--- src/rtl/uart_tx_arbiter.sv ---
// uart_tx_arbiter: packet-granular round-robin arbiter sharing the single
// uart_tx FIFO between NUM_REQ byte-stream requesters. Once a requester is
// granted it keeps the grant until its byte flagged last has been enqueued,
// so packets never interleave on the wire.
//
// Optional build macro: UART_ARB_WATCHDOG_EN
//   When defined, a requester that drops req_valid mid-packet for
//   TIMEOUT_CYCLES cycles loses the grant and abort pulses for one cycle.
//   When undefined, abort is tied low and a stalled requester holds the
//   grant indefinitely.
//
// Ports:
//   clk, rst      clock, synchronous active-high reset
//   req_valid     per requester: byte available on its lane
//   req_data      flattened lanes, lane i = bits [8i+7:8i]
//   req_last      per requester: current byte ends the packet
//   req_ready     one-cycle accept pulse, coincident with start_uart
//   fifo_ready    uart_tx FIFO can accept a byte
//   start_uart    one-cycle enqueue strobe to uart_tx
//   uart_tx_data  byte to uart_tx, valid while start_uart=1
//   grant_valid   a requester holds the grant
//   grant_idx     index of the granted requester
//   abort         one-cycle pulse on a watchdog grant revocation
module uart_tx_arbiter #(
  parameter int NUM_REQ        = 2,
  parameter int IDX_W          = 3,
  parameter int TIMEOUT_CYCLES = 2700000
) (
  input  logic                 clk,
  input  logic                 rst,
  input  logic [NUM_REQ-1:0]   req_valid,
  input  logic [NUM_REQ*8-1:0] req_data,
  input  logic [NUM_REQ-1:0]   req_last,
  output logic [NUM_REQ-1:0]   req_ready,
  input  logic                 fifo_ready,
  output logic                 start_uart,
  output logic [7:0]           uart_tx_data,
  output logic                 grant_valid,
  output logic [IDX_W-1:0]     grant_idx,
  output logic                 abort
);

  typedef enum logic [1:0] {IDLE, SEND, GAP} state_t;

  state_t               state_q, state_d;
  logic [IDX_W-1:0]     rr_ptr, rr_d, gidx_d, rr_next;
  logic                 gv_d, last_q, last_d, start_d, abort_d;
  logic [7:0]           data_d;
  logic [NUM_REQ-1:0]   ready_d;

  logic [NUM_REQ-1:0][7:0] lane_data;
  assign lane_data = req_data;

  // Round-robin pick: lowest valid index at or above rr_ptr, otherwise wrap
  // to the lowest valid index overall. Descending loops leave the lowest hit.
  logic             hi_found;
  logic [IDX_W-1:0] hi_idx, lo_idx, pick_idx;
  always_comb begin
    hi_found = 1'b0;
    hi_idx   = '0;
    lo_idx   = '0;
    for (int i = NUM_REQ-1; i >= 0; i--) begin
      if (req_valid[i]) begin
        lo_idx = IDX_W'(i);
        if (IDX_W'(i) >= rr_ptr) begin
          hi_found = 1'b1;
          hi_idx   = IDX_W'(i);
        end
      end
    end
    pick_idx = hi_found ? hi_idx : lo_idx;
  end

  // Granted-lane mux, written as compares so no index is wider than needed.
  logic               sel_valid, sel_last;
  logic [7:0]         sel_data;
  logic [NUM_REQ-1:0] gnt_oh;
  always_comb begin
    sel_valid = 1'b0;
    sel_last  = 1'b0;
    sel_data  = 8'h00;
    gnt_oh    = '0;
    for (int i = 0; i < NUM_REQ; i++) begin
      if (grant_idx == IDX_W'(i)) begin
        sel_valid = req_valid[i];
        sel_last  = req_last[i];
        sel_data  = lane_data[i];
        gnt_oh[i] = 1'b1;
      end
    end
  end

  assign rr_next = (grant_idx == IDX_W'(NUM_REQ-1)) ? '0 : grant_idx + IDX_W'(1);

`ifdef UART_ARB_WATCHDOG_EN
  localparam int WD_W = (TIMEOUT_CYCLES > 1) ? $clog2(TIMEOUT_CYCLES) : 1;
  logic [WD_W-1:0] wd_cnt, wd_d;
`else
  logic unused_cfg;
  assign unused_cfg = ^TIMEOUT_CYCLES;
`endif

  always_comb begin
    state_d = state_q;
    gidx_d  = grant_idx;
    gv_d    = grant_valid;
    rr_d    = rr_ptr;
    last_d  = last_q;
    start_d = 1'b0;
    data_d  = uart_tx_data;
    ready_d = '0;
    abort_d = 1'b0;
`ifdef UART_ARB_WATCHDOG_EN
    wd_d    = '0;
`endif
    case (state_q)
      IDLE: begin
        if (|req_valid) begin
          gidx_d  = pick_idx;
          gv_d    = 1'b1;
          state_d = SEND;
        end
      end
      SEND: begin
        if (fifo_ready && sel_valid) begin
          data_d  = sel_data;
          start_d = 1'b1;
          ready_d = gnt_oh;
          last_d  = sel_last;
          state_d = GAP;
        end
`ifdef UART_ARB_WATCHDOG_EN
        // Only a missing requester is timed out; a full FIFO with valid
        // held high keeps the counter cleared.
        if (sel_valid) begin
          wd_d = '0;
        end else if (wd_cnt == WD_W'(TIMEOUT_CYCLES-1)) begin
          abort_d = 1'b1;
          gv_d    = 1'b0;
          rr_d    = rr_next;
          state_d = IDLE;
        end else begin
          wd_d = wd_cnt + WD_W'(1);
        end
`endif
      end
      GAP: begin
        // One dead cycle lets uart_tx's fifo_ready reflect the last enqueue.
        if (last_q) begin
          gv_d    = 1'b0;
          rr_d    = rr_next;
          state_d = IDLE;
        end else begin
          state_d = SEND;
        end
      end
      default: state_d = IDLE;
    endcase
  end

  always_ff @(posedge clk) begin
    if (rst) begin
      state_q      <= IDLE;
      grant_idx    <= '0;
      grant_valid  <= 1'b0;
      rr_ptr       <= '0;
      last_q       <= 1'b0;
      start_uart   <= 1'b0;
      uart_tx_data <= 8'h00;
      req_ready    <= '0;
    end else begin
      state_q      <= state_d;
      grant_idx    <= gidx_d;
      grant_valid  <= gv_d;
      rr_ptr       <= rr_d;
      last_q       <= last_d;
      start_uart   <= start_d;
      uart_tx_data <= data_d;
      req_ready    <= ready_d;
    end
  end

`ifdef UART_ARB_WATCHDOG_EN
  always_ff @(posedge clk) begin
    if (rst) begin
      wd_cnt <= '0;
      abort  <= 1'b0;
    end else begin
      wd_cnt <= wd_d;
      abort  <= abort_d;
    end
  end
`else
  assign abort = 1'b0;
  logic unused_abort;
  assign unused_abort = abort_d;
`endif

endmodule

--- config.mk ---
export PLATFORM = sky130hd
export DESIGN_NAME = uart_tx_arbiter
export DESIGN_NICKNAME = d
export VERILOG_FILES = /design/src/rtl/uart_tx_arbiter.sv
export SDC_FILE = /design/constraint.sdc
export NUM_CORES = 1
export LEC_CHECK = 0
export ABC_AREA = 1
export CAP_MARGIN = 20
export CORE_ASPECT_RATIO = 1.2
export CORE_MARGIN = 3
export CORE_UTILIZATION = 42
export CTS_CLUSTER_DIAMETER = 30
export DETAILED_ROUTE_END_ITERATION = 6
export DONT_BUFFER_PORTS = 1
export PLACE_DENSITY = 0.55
export SKIP_LAST_GASP = 1
export SLEW_MARGIN = 20
export SYNTH_ARGS = -nofsm -noshare
export SYNTH_HDL_FRONTEND = slang
export SYNTH_SLANG_ARGS = --single-unit
--- constraint.sdc ---
create_clock -name clk -period 1.22 [get_ports clk]
set_input_delay 0.183 -clock clk [delete_from_list [all_inputs] [get_ports clk]]
set_output_delay 0.183 -clock clk [all_outputs]
set_load 0.005 [all_outputs]
# Word-level counts from Yosys, hierarchy flattened
# Index checks and enable logic that the tools add are counted.
[totals]
elab_cells = 59
output_inout_bits = 16
inputBits = 23
ff_bits = 21
[op_classes]
bitwise = 2
order_cmp = 2
addsub = 1
n_mux = 28
n_reduce_logical = 12
eq_ne = 6
[op_table]
columns = ["operator", "count"]
rows = [
  ["$mux 1", 17],
  ["$mux 8", 2],
  ["$mux 3", 5],
  ["$reduce_and 2->1", 4],
  ["$ge 1x3->1 const A", 2],
  ["$ne 2x2->1 const B", 3],
  ["$pmux 2 s3", 1],
  ["$mux 2", 2],
  ["$reduce_or 2->1", 2],
  ["$add 3x1->3 const B", 1],
  ["$eq 3x1->1 const B", 1],
  ["$logic_not 3->1", 1],
  ["$reduce_and 3->1", 1],
  ["$reduce_or 3->1", 1],
  ["$eq 2x1->1 const B", 1],
  ["$eq 2x2->1 const B", 1],
  ["$logic_not 2->1", 1],
  ["$not 1->1", 2],
  ["$pmux 1 s2", 1],
  ["$reduce_bool 2->1", 1],
  ["$logic_and 1x1->1", 1],
]

# Logic depth before layout (Yosys ltp)
[depth]
word_depth = 6
depth_mapped = 8
depth_no_buf = 7

# Worst setup path before layout
# No wires, ideal clock.
[synth_path]
path_type = "flip-flop to flip-flop"
startpoint = "register grant_idx[0]"
endpoint = "register uart_tx_data[2]"
stages_incl_launch_ff = 7
period_less_slack_ns = 0.974
t_arrival_ns = 0.862
setup_time_ns = 0.113
required_time_ns = 1.107
path_slack_ns = 0.246
path_cell_list = "dfxtp_1 -> nand2_1 -> nand2_2 -> nand3_4 -> buf_6 -> nor2_1 -> nor2_1"
[synth_via]
elab_chain_cells = 5
elab_cells_between_ends = 8
cone_classes = "eq/ne (1); mux (4); reduce/logical (3)"
[synth_rtl]
columns = ["item", "line_no", "rtl"]
rows = [
  ["start: declaration", "39", "output logic [IDX_W-1:0] grant_idx,"],
  ["start signal: assignment", "173", "grant_idx <= gidx_d;"],
  ["$logic_not 3->1", "84", "if (grant_idx == IDX_W'(i)) begin"],
  ["$mux 1 (2 in a row)", "84", ""],
  ["$logic_and 1x1->1", "125", "if (fifo_ready && sel_valid) begin"],
  ["$reduce_and 2->1 (no source line)", "--", ""],
  ["end signal: assignment", "178", "uart_tx_data <= data_d;"],
  ["end: declaration", "37", "output logic [7:0] uart_tx_data,"],
]
# Several ways; a longest one is shown, not always the timed one.
# A chain may end at the register's enable or synchronous reset.

# Final worst setup path
[layout_path]
startpoint = "register state_q[0]"
endpoint = "register uart_tx_data[4]"
[layout_via]
elab_chain_cells = 2
[layout_rtl]
columns = ["item", "line_no", "rtl"]
rows = [
  ["start: declaration", "45", "state_t state_q, state_d;"],
  ["start signal: assignment", "172", "state_q <= state_d;"],
  ["$eq 2x1->1", "116", "case (state_q)"],
  ["$reduce_and 2->1 (no source line)", "--", ""],
]
# Every way passes these cells.

==> metrics.csv <==
metric,value,unit
path_max_fanout,11,
dieArea,2560,µm²
critPathMostFrequentCell,nor2_1,
synth-edff-count,0,
wirelength,1705,µm
synthFlopType,dfxtp_1,
startpoint_type,flop,
clk_pin_slew,0.10,ns
vias,716,
yosys_warnings,0,
ctsHtreeMaxLevel,1,
netlist_area,834.6,µm²
avgSynthCellArea,6.371,µm²
wl_per_cell,11.22,µm
fin_cells,152,
critPathMaxStageDelay,0.34,ns
fin_area,882.1,µm²
placed_cells,146,
hp-class,input port to flop,
clk_latency,0.29,ns
timing.hold.ws,0.03911,ns
synth_top_area_cell,dfxtp_1,
final_nets,157,
gp_congestion,0.7837,
synth_common_cells,"nand2_1 (54), nor2_1 (22), dfxtp_1 (17)",
worst-setup-path-type,flop to flop,
cts-root-buf,clkbuf_4,
r2r_end,uart_tx_data[4],
hold_depth,2,
antenna_cells,0,
post-route-min-period,1.048,ns
cp-startpoint,state_q[0],
setup_violations,0,
synth_top_cells_by_area,"dfxtp_1 (41%), nand2_1 (24%), nor2_1 (9.9%)",
cts_tree,built,
drt_iter0_markers,11,
cap_violations,0,
antenna_left,0,
overflow,0,
critical-path-slowest-cell,dfxtp_1,
r2r_start,state_q[0],
num_rows,17,
placed_area,820.8,µm²
preCtsSetupSlack,0.1239,ns
fin_crit_sh,85.87,%
remaining_drc_errors,0,
max_freq,0.9546,GHz
synth_top_area_share,40.78,%
grt_pass1_vias,630,
slew_violations,0,
dp_hpwl,1170,µm
cp_data_required_time,1.40,ns
antenna_found_initial,0,
crit_path_end_kind,flop,
hold_viol_final,0,
grt_pass1_wl,2718,µm
area_growth,5.697,%
ys_types,17,
postLayoutCoreUtil,47.67,%
yosysSeqAreaShare,40.78,%
first_pass_iters,4,
start_util,45.10,%
cts.sinks,17,
cts_buffers,3,
io_buffers,0,
reg2reg_depth,5,
cp_data_arrival_time,1.23,ns
outcome,completed,
fin_skew,0.009154,ns
r2r_slack,0.17,ns
layout-drive-gt1-share,9.774,%
synth_most_common_cell,nand2_1,
leakagePower,0.4541,nW
pin_count,39,
core_area,1851,µm²
synthArstFlopShare,0,%
grt_max_degree,23,
worstPathCellList,inv_1 > nor2_4 > nand3_4 > nor2_1 > nor2_1,
vias_per_cell,4.711,
fin_setup_tns,0,ns
die_height,54.83,µm
endpoint,uart_tx_data[4],
clock_path_buffers,2,
grt_use_total,14.93,%
post_cts_buffers,0,
vdd_drop_max,0.0005039,V
die_w,46.69,µm
grt_setup_unrepaired,no,
p_per_area,1187,nW/µm²
ys_ff_latch,17,
synth_cells,131,
power,1.047,mW
fin_ws,0.1724,ns
worst max-delay path, delay by kind of cell (launching register included):
family	cells	cell delay, ns
simple gates	4	0.50
buf+inv	1	0.09
flops	1	0.34
timing repair:
| item | in CTS | in global routing |
|---|---|---|
| gates resized for setup | 0 | 3 |
| hold buffers | 1 | 0 |
| setup endpoints to repair | 0 | 9 |
| endpoints found under the hold margin | 7 | 0 |
how the worst min path moves through the flow:
stage | from | endpoint | slack [ns]
final | req_valid[1] | grant_idx[0] | 0.04
after global routing | req_valid[1] | grant_idx[0] | 0.03
after CTS | req_valid[1] | grant_idx[0] | 0.04
after detailed placement | rst | grant_idx[0] | 0.26
after global placement | rst | state_q[0] | 0.26
after floorplan | req_valid[1] | grant_idx[0] | 0.35
cell families (layout without fill, tap and decap cells):
kind of cell	count (synthesis)	count (layout)	synth area share [%]
AOI/OAI and AO/OA	6	6	3.598
buffers and inverters	23	22	14.39
DFF	17	17	40.78
other	1	3	0.4493
and+or+nand+nor	84	85	40.78
where the power goes:
part	internal, mW	leakage (nW)	switching, mW	total (mW)
logic	0.0545	0.297	0.0957	0.150
registers	0.584	0.139	0.0214	0.605
clock network	0.122	0.0177	0.170	0.292
total	0.760	0.454	0.287	1.05
layer usage:
metal | GRT usage [%] | share of wire (%) | vias up
li1 | - | - | 387
met1 | 17.45 | 44 | 304
met2 | 24.54 | 47 | 23
met3 | 4.605 | 8.3 | 2
met4 | 6.912 | 1.1 | 0
met5 | 0 | 0 | -
placed cells by master (no fill, tap or decap), drive strengths merged:
cell / synthesis / layout
clkbuf: 0 / 3
dlygate4sd3: 0 / 1
clkinv: 1 / 2
nand2: 55 / 55
nand3: 4 / 5
nor2: 23 / 23
inv: 13 / 13
dfxtp: 17 / 17
o21ai: 2 / 2
buf: 9 / 3
nor3: 2 / 2
a21oi: 4 / 4
conb: 1 / 3
registers in the layout, indices dropped and copies added (netlist names):
signal        count
last_q            1
start_uart        1
grant_valid       1
rr_ptr            1
grant_idx         1
state_q           2
uart_tx_data      8
req_ready         2
area by class of cell:
| type | instances | area [µm²] |
|---|---|---|
| Clock buffer | 3 | 22.52 |
| Tap cell | 19 | 23.77 |
| Inverter | 14 | 52.55 |
| Fill cell | 211 | 968.4 |
| Timing Repair Buffer | 4 | 32.53 |
| Sequential cell | 17 | 341.6 |
| Clock inverter | 1 | 5.005 |
| Multi-Input combinational cell | 94 | 404.1 |
Note: power is estimated with default switching activity, not from simulation.
